## config.mk

```make
export PLATFORM = sky130hd
export DESIGN_NAME = wb_commit_queue
export DESIGN_NICKNAME = d
export VERILOG_FILES = /design/src/rtl/wb_commit_queue.sv
export SDC_FILE = /design/constraint.sdc
export NUM_CORES = 1
export LEC_CHECK = 0
export BUFFER_PORTS_ARGS = -buffer_cell sky130_fd_sc_hd__clkbuf_2
export CELL_PAD_IN_SITES_DETAIL_PLACEMENT = 0
export CELL_PAD_IN_SITES_GLOBAL_PLACEMENT = 1
export CORE_UTILIZATION = 41
export CTS_CLUSTER_DIAMETER = 80
export DETAILED_ROUTE_END_ITERATION = 7
export PLACE_DENSITY = 0.8
export RECOVER_POWER = 25
export SLEW_MARGIN = 20
export SYNTH_ARGS = -nofsm -noshare
export SYNTH_HDL_FRONTEND = slang
export SYNTH_SLANG_ARGS = --single-unit
```

## constraint.sdc

```tcl
create_clock -name clk -period 11.8 [get_ports clk]
set_input_delay 2.36 -clock clk [delete_from_list [all_inputs] [get_ports clk]]
set_output_delay 2.36 -clock clk [all_outputs]
set_load 0.01 [all_outputs]
```

## src/rtl/wb_commit_queue.sv

```systemverilog
// Write-back commit queue: in-order FIFO of MEM-stage results, retiring GPR/CSR writes and exception/ertn reports.
// Latency: push-to-commit one cycle minimum; the head commits combinationally in the cycle it is eligible.
// Backpressure: ws_allowin = ws_count < DEPTH from registered state; the head stalls on a GPR write while rf_ready is low.
// Optional trace port: define WB_TRACE_EN to drive debug_wb_*; otherwise those outputs are tied to 0.
module wb_commit_queue #(
  parameter int DATA_W = 32,
  parameter int DEPTH  = 2
) (
  input  logic              clk,
  input  logic              reset,
  input  logic              ms_to_ws_valid,
  output logic              ws_allowin,
  input  logic              ms_gr_we,
  input  logic [4:0]        ms_dest,
  input  logic [DATA_W-1:0] ms_result,
  input  logic [31:0]       ms_pc,
  input  logic [78:0]       ms_csr_bus,
  input  logic              ms_ex,
  input  logic [5:0]        ms_ecode,
  input  logic [8:0]        ms_esubcode,
  input  logic              ms_ertn,
  input  logic              rf_ready,
  output logic              rf_we,
  output logic [4:0]        rf_waddr,
  output logic [DATA_W-1:0] rf_wdata,
  output logic              csr_we,
  output logic [13:0]       csr_wnum,
  output logic [31:0]       csr_wdata,
  output logic [31:0]       csr_wmask,
  output logic              wb_ex,
  output logic              wb_ertn_flush,
  output logic [31:0]       wb_pc,
  output logic [DATA_W-1:0] wb_badv,
  output logic [5:0]        wb_ecode,
  output logic [8:0]        wb_esubcode,
  output logic [31:0]       ws_busy_mask,
  output logic [$clog2(DEPTH):0] ws_count,
  output logic [31:0]       debug_wb_pc,
  output logic [3:0]        debug_wb_rf_we,
  output logic [4:0]        debug_wb_rf_wnum,
  output logic [DATA_W-1:0] debug_wb_rf_wdata
);

  localparam int PTR_W = (DEPTH > 1) ? $clog2(DEPTH) : 1;
  localparam int CNT_W = $clog2(DEPTH) + 1;

  typedef struct packed {
    logic              gr_we;
    logic [4:0]        dest;
    logic [DATA_W-1:0] result;
    logic [31:0]       pc;
    logic              csr_we;
    logic [13:0]       csr_num;
    logic [31:0]       csr_wdata;
    logic [31:0]       csr_wmask;
    logic              ex;
    logic [5:0]        ecode;
    logic [8:0]        esubcode;
    logic              ertn;
  } entry_t;

  entry_t            r_mem [DEPTH];
  logic [DEPTH-1:0]  r_vld;
  logic [PTR_W-1:0]  r_head;
  logic [PTR_W-1:0]  r_tail;
  logic [CNT_W-1:0]  r_count;

  entry_t            w_in;
  entry_t            w_head;
  logic              w_nonempty;
  logic              w_commit;
  logic              w_flush;
  logic              w_push;
  logic [31:0]       w_busy;

  // Pack the incoming MEM-stage instruction; csr bus is {we, num, wdata, wmask}.
  always_comb begin
    w_in.gr_we     = ms_gr_we;
    w_in.dest      = ms_dest;
    w_in.result    = ms_result;
    w_in.pc        = ms_pc;
    w_in.csr_we    = ms_csr_bus[78];
    w_in.csr_num   = ms_csr_bus[77:64];
    w_in.csr_wdata = ms_csr_bus[63:32];
    w_in.csr_wmask = ms_csr_bus[31:0];
    w_in.ex        = ms_ex;
    w_in.ecode     = ms_ecode;
    w_in.esubcode  = ms_esubcode;
    w_in.ertn      = ms_ertn;
  end

  // Head eligibility: only a pending GPR write of a non-excepting entry waits on the register file.
  always_comb begin
    w_head     = r_mem[r_head];
    w_nonempty = (r_count != '0);
    w_commit   = w_nonempty && (!w_head.gr_we || w_head.ex || rf_ready);
    w_flush    = w_commit && (w_head.ex || w_head.ertn);
    ws_allowin = (r_count < CNT_W'(DEPTH));
    w_push     = ms_to_ws_valid && ws_allowin && !w_flush;
  end

  // Scoreboard of pending GPR destinations; r0 never reported busy.
  always_comb begin
    w_busy = '0;
    for (int i = 0; i < DEPTH; i++) begin
      if (r_vld[i] && r_mem[i].gr_we) w_busy[r_mem[i].dest] = 1'b1;
    end
    w_busy[0] = 1'b0;
  end

  // Pointer, count and valid-bit update; a flushing commit empties the queue and swallows any push.
  always_ff @(posedge clk or posedge reset) begin
    if (reset) begin
      r_head  <= '0;
      r_tail  <= '0;
      r_count <= '0;
      r_vld   <= '0;
    end else if (w_flush) begin
      r_head  <= '0;
      r_tail  <= '0;
      r_count <= '0;
      r_vld   <= '0;
    end else begin
      if (w_commit) begin
        r_vld[r_head] <= 1'b0;
        r_head        <= r_head + PTR_W'(1);
      end
      if (w_push) begin
        r_vld[r_tail] <= 1'b1;
        r_tail        <= r_tail + PTR_W'(1);
      end
      r_count <= r_count + CNT_W'(w_push) - CNT_W'(w_commit);
    end
  end

  // Entry payload needs no reset: it is only observed through valid bits and the count.
  always_ff @(posedge clk) begin
    if (w_push) r_mem[r_tail] <= w_in;
  end

  assign ws_count      = r_count;
  assign ws_busy_mask  = w_busy;
  assign rf_we         = w_commit && w_head.gr_we && !w_head.ex;
  assign rf_waddr      = w_head.dest;
  assign rf_wdata      = w_head.result;
  assign csr_we        = w_commit && w_head.csr_we && !w_head.ex && !w_head.ertn;
  assign csr_wnum      = w_head.csr_num;
  assign csr_wdata     = w_head.csr_wdata;
  assign csr_wmask     = w_head.csr_wmask;
  assign wb_ex         = w_commit && w_head.ex;
  assign wb_ertn_flush = w_commit && w_head.ertn;
  assign wb_pc         = w_head.pc;
  assign wb_badv       = w_head.result;
  assign wb_ecode      = w_head.ecode;
  assign wb_esubcode   = w_head.esubcode;

`ifdef WB_TRACE_EN
  assign debug_wb_pc       = w_head.pc;
  assign debug_wb_rf_we    = {4{rf_we}};
  assign debug_wb_rf_wnum  = rf_waddr;
  assign debug_wb_rf_wdata = rf_wdata;
`else
  assign debug_wb_pc       = '0;
  assign debug_wb_rf_we    = '0;
  assign debug_wb_rf_wnum  = '0;
  assign debug_wb_rf_wdata = '0;
`endif

endmodule

```

==> flow_summary.json <==
{
  "pwr_density_cell_mw_per_mm2": 233,
  "avgSynthCellArea_um2": 18.6,
  "drive_above_1_share": 0.394,
  "multiInputGateArea_mm2": 0.00282,
  "fin_setup_tns_ns": 0,
  "drt_iter0_markers": 319,
  "synth.distinct_cells": 42,
  "grt_usage": 0.161,
  "fin_nets": 1294,
  "slew_violations": 0,
  "reg2reg_to": "r_mem[0][6]$_DFFE_PP_",
  "path_max_fanout": 5,
  "io_buffers": 401,
  "cp.required_ns": 9.44,
  "grt_max_degree": 167,
  "r2r_cells": 4,
  "fmax_ghz": 0.178,
  "cts_sinks": 338,
  "post-route-drc-count": 0,
  "critical_path_arrival_ns": 3.26,
  "area_delta_synth_final_pct": 22.3,
  "clockRootBuffer": "clkbuf_16",
  "finalHoldViolCount": 0,
  "hp-class": "register to register",
  "dp_hpwl_mm": 19.2,
  "synth_cells": 732,
  "post-cts-setup-buffer-count": 0,
  "synthArstFlopShare": 0.0178,
  "status": "finished clean",
  "die_area_mm2": 0.0339,
  "period_share": 0.476,
  "min_period_ns": 5.62,
  "synth-warning-count": 0,
  "drtAntennaViolNets": 0,
  "detailedPlace.worstSlack_ns": 6.18,
  "startpoint_type": "primary input",
  "grt_pass1_vias": 7541,
  "fp.dieH_um": 184,
  "grt-ovfl-total": 0,
  "dpl_cell_area_mm2": 0.0156,
  "peakVddDrop_mv": 0.165,
  "tritoncts": "done",
  "synth_area_mm2": 0.0136,
  "min_path_cells": 2,
  "rsz0062_at_grt": "false",
  "synth_seq_cells": 338,
  "tightest_slew_ns": 0.978,
  "r2r_slack_ns": 8.97,
  "netlist_top_cells_area": "edfxtp_1 73%, mux2_1 9.9%, buf_4 6.5%",
  "ys.flop_type": "edfxtp_1",
  "rows": 66,
  "ios": 476,
  "clock_path_buffers": 3,
  "cts-resized-gates": 0,
  "grt_pass1_wl_mm": 41.5,
  "start_util": 0.417,
  "fill_cells": 2750,
  "tritoncts.num_buffers": 37,
  "max_slew_margin": 0.348,
  "firstDrtPassIters": 4,
  "postLayoutCellArea_mm2": 0.0166,
  "hold_buffers": 0,
  "via_per_inst": 4.73,
  "clkTransAtPathRegs_ns": 0.05,
  "wl_per_cell_um": 17.9,
  "ff_latch_area_mm2": 0.0101,
  "hold_end": "r_tail$_DFFE_PP0P_",
  "postLayoutCoreUtil": 0.510,
  "synth_edf_count": 332,
  "p_total_mw": 3.87,
  "worstReg2RegStart": "r_head$_DFFE_PP0P_",
  "endpoint_kind": "output pin",
  "hp-start": "r_tail$_DFFE_PP0P_",
  "yosysMostFrequentCell": "edfxtp_1",
  "cap_violations": 0,
  "power.leakage_nw": 6.30,
  "fp.dieW_um": 184,
  "wirelength_mm": 28.5,
  "core_region_area_mm2": 0.0325,
  "fin_ws_ns": 6.18,
  "synth_commonest_cells": "332 x edfxtp_1, 120 x mux2_1, 118 x buf_4",
  "yosysTopAreaCell": "edfxtp_1",
  "synth_top_cell_area_share": 0.734,
  "finalSetupViolCount": 0,
  "skew_ns": 0.0161,
  "vias": 7528,
  "insertion_delay_ns": 0.51,
  "htreeDepth": 2,
  "place.gp.congestion": 0.777,
  "worstSetupPathType": "primary input to output pin",
  "antenna_found_initial": 2,
  "yosysSeqAreaShare": 0.745
}
-- how the worst max path moves through the flow --
stage                   start               endpoint  slack (ns)  cells after the start
2_1_floorplan  ms_to_ws_valid  r_mem[0][0]$_DFFE_PP_        0.35                      3
3_3_place_gp         rf_ready          wb_ertn_flush        6.23                      5
3_5_place_dp         rf_ready                 csr_we        6.18                      5
4_1_cts              rf_ready                 csr_we        6.16                      5
5_1_grt              rf_ready                 csr_we        6.12                      5
6_report             rf_ready                 csr_we        6.18                      5
-- per-layer routing --
layer,wire [µm],GRT usage
met5,17,0
met4,809,0.0570
met3,2960,0.0670
met2,14600,0.288
met1,10100,0.169
-- area by class of cell --
type | instances | share of cell area
sequential | 338 | 0.609
multi-input combinational | 337 | 0.170
timing repair buffer | 405 | 0.121
clock buffer | 53 | 0.0594
tap | 442 | 0.0333
clock inverter | 13 | 0.00663
inverter | 3 | 0.000678
antenna | 1 | 0.000151
-- flip-flops by register name (all words and copies together) (netlist names) --
signal    cells
r_tail        1
r_head        1
r_mem       332
ws_count      2
r_vld         2
-- kinds of logic (layout without fill, tap and decap cells) --
group | Yosys count | in the layout | synth area share
adders and majority gates | 2 | 2 | 0.00184
muxes | 163 | 163 | 0.135
and+or+nand+nor | 46 | 46 | 0.0229
other | 1 | 75 | 0.000276
buffers and inverters | 130 | 474 | 0.0692
DFF | 338 | 338 | 0.745
AOI/OAI and AO/OA | 49 | 49 | 0.0238
xor gates and xnor gates | 3 | 3 | 0.00193
-- where the power goes --
part / internal [mW] / leakage (nW) / switching (mW) / total, mW
sequential: 1.62 / 3.12 / 0.0940 / 1.71
clock: 0.608 / 0.532 / 0.438 / 1.05
combinational: 0.440 / 2.65 / 0.669 / 1.11
total: 2.67 / 6.30 / 1.20 / 3.87
-- cell usage in the layout (no fill, tap or decap), types with 2 or more instances in the layout --
master / instances
conb_1: 74
or3b_1: 4
o21ai_0: 3
nand3b_1: 7
mux2_1: 120
edfxtp_1: 332
nand4b_1: 4
mux2_2: 42
dfrtp_1: 5
clkinv_1: 5
nand2b_1: 2
o22ai_1: 31
buf_4: 2
inv_6: 2
buf_12: 2
or3_1: 4
xnor2_1: 3
inv_1: 3
clkinv_2: 3
nand4_1: 2
nor2_1: 7
nor3b_4: 2
nand3_1: 2
nand2_1: 5
ha_1: 2
clkbuf_2: 354
a21oi_4: 2
a22oi_1: 2
clkbuf_16: 37
clkbuf_1: 63
a21oi_1: 2
-- through the flow --
| stage | hold slack [ns] | instances |
|---|---|---|
| after floorplan | 0.535 | 805 |
| after global placement | 0.556 | 1525 |
| after detailed placement | 0.583 | 1525 |
| after CTS | 0.591 | 1591 |
| after global routing | 0.635 | 1591 |
| final | 0.593 | 1592 |
-- worst max-delay path: stages --
cell and delay, ns:
clkbuf_2 0.16, nor3b_4 0.08, nor4b_1 0.35, o21ba_1 0.18
clkbuf_2 0.13
Power figures use the tool's default switching activity.
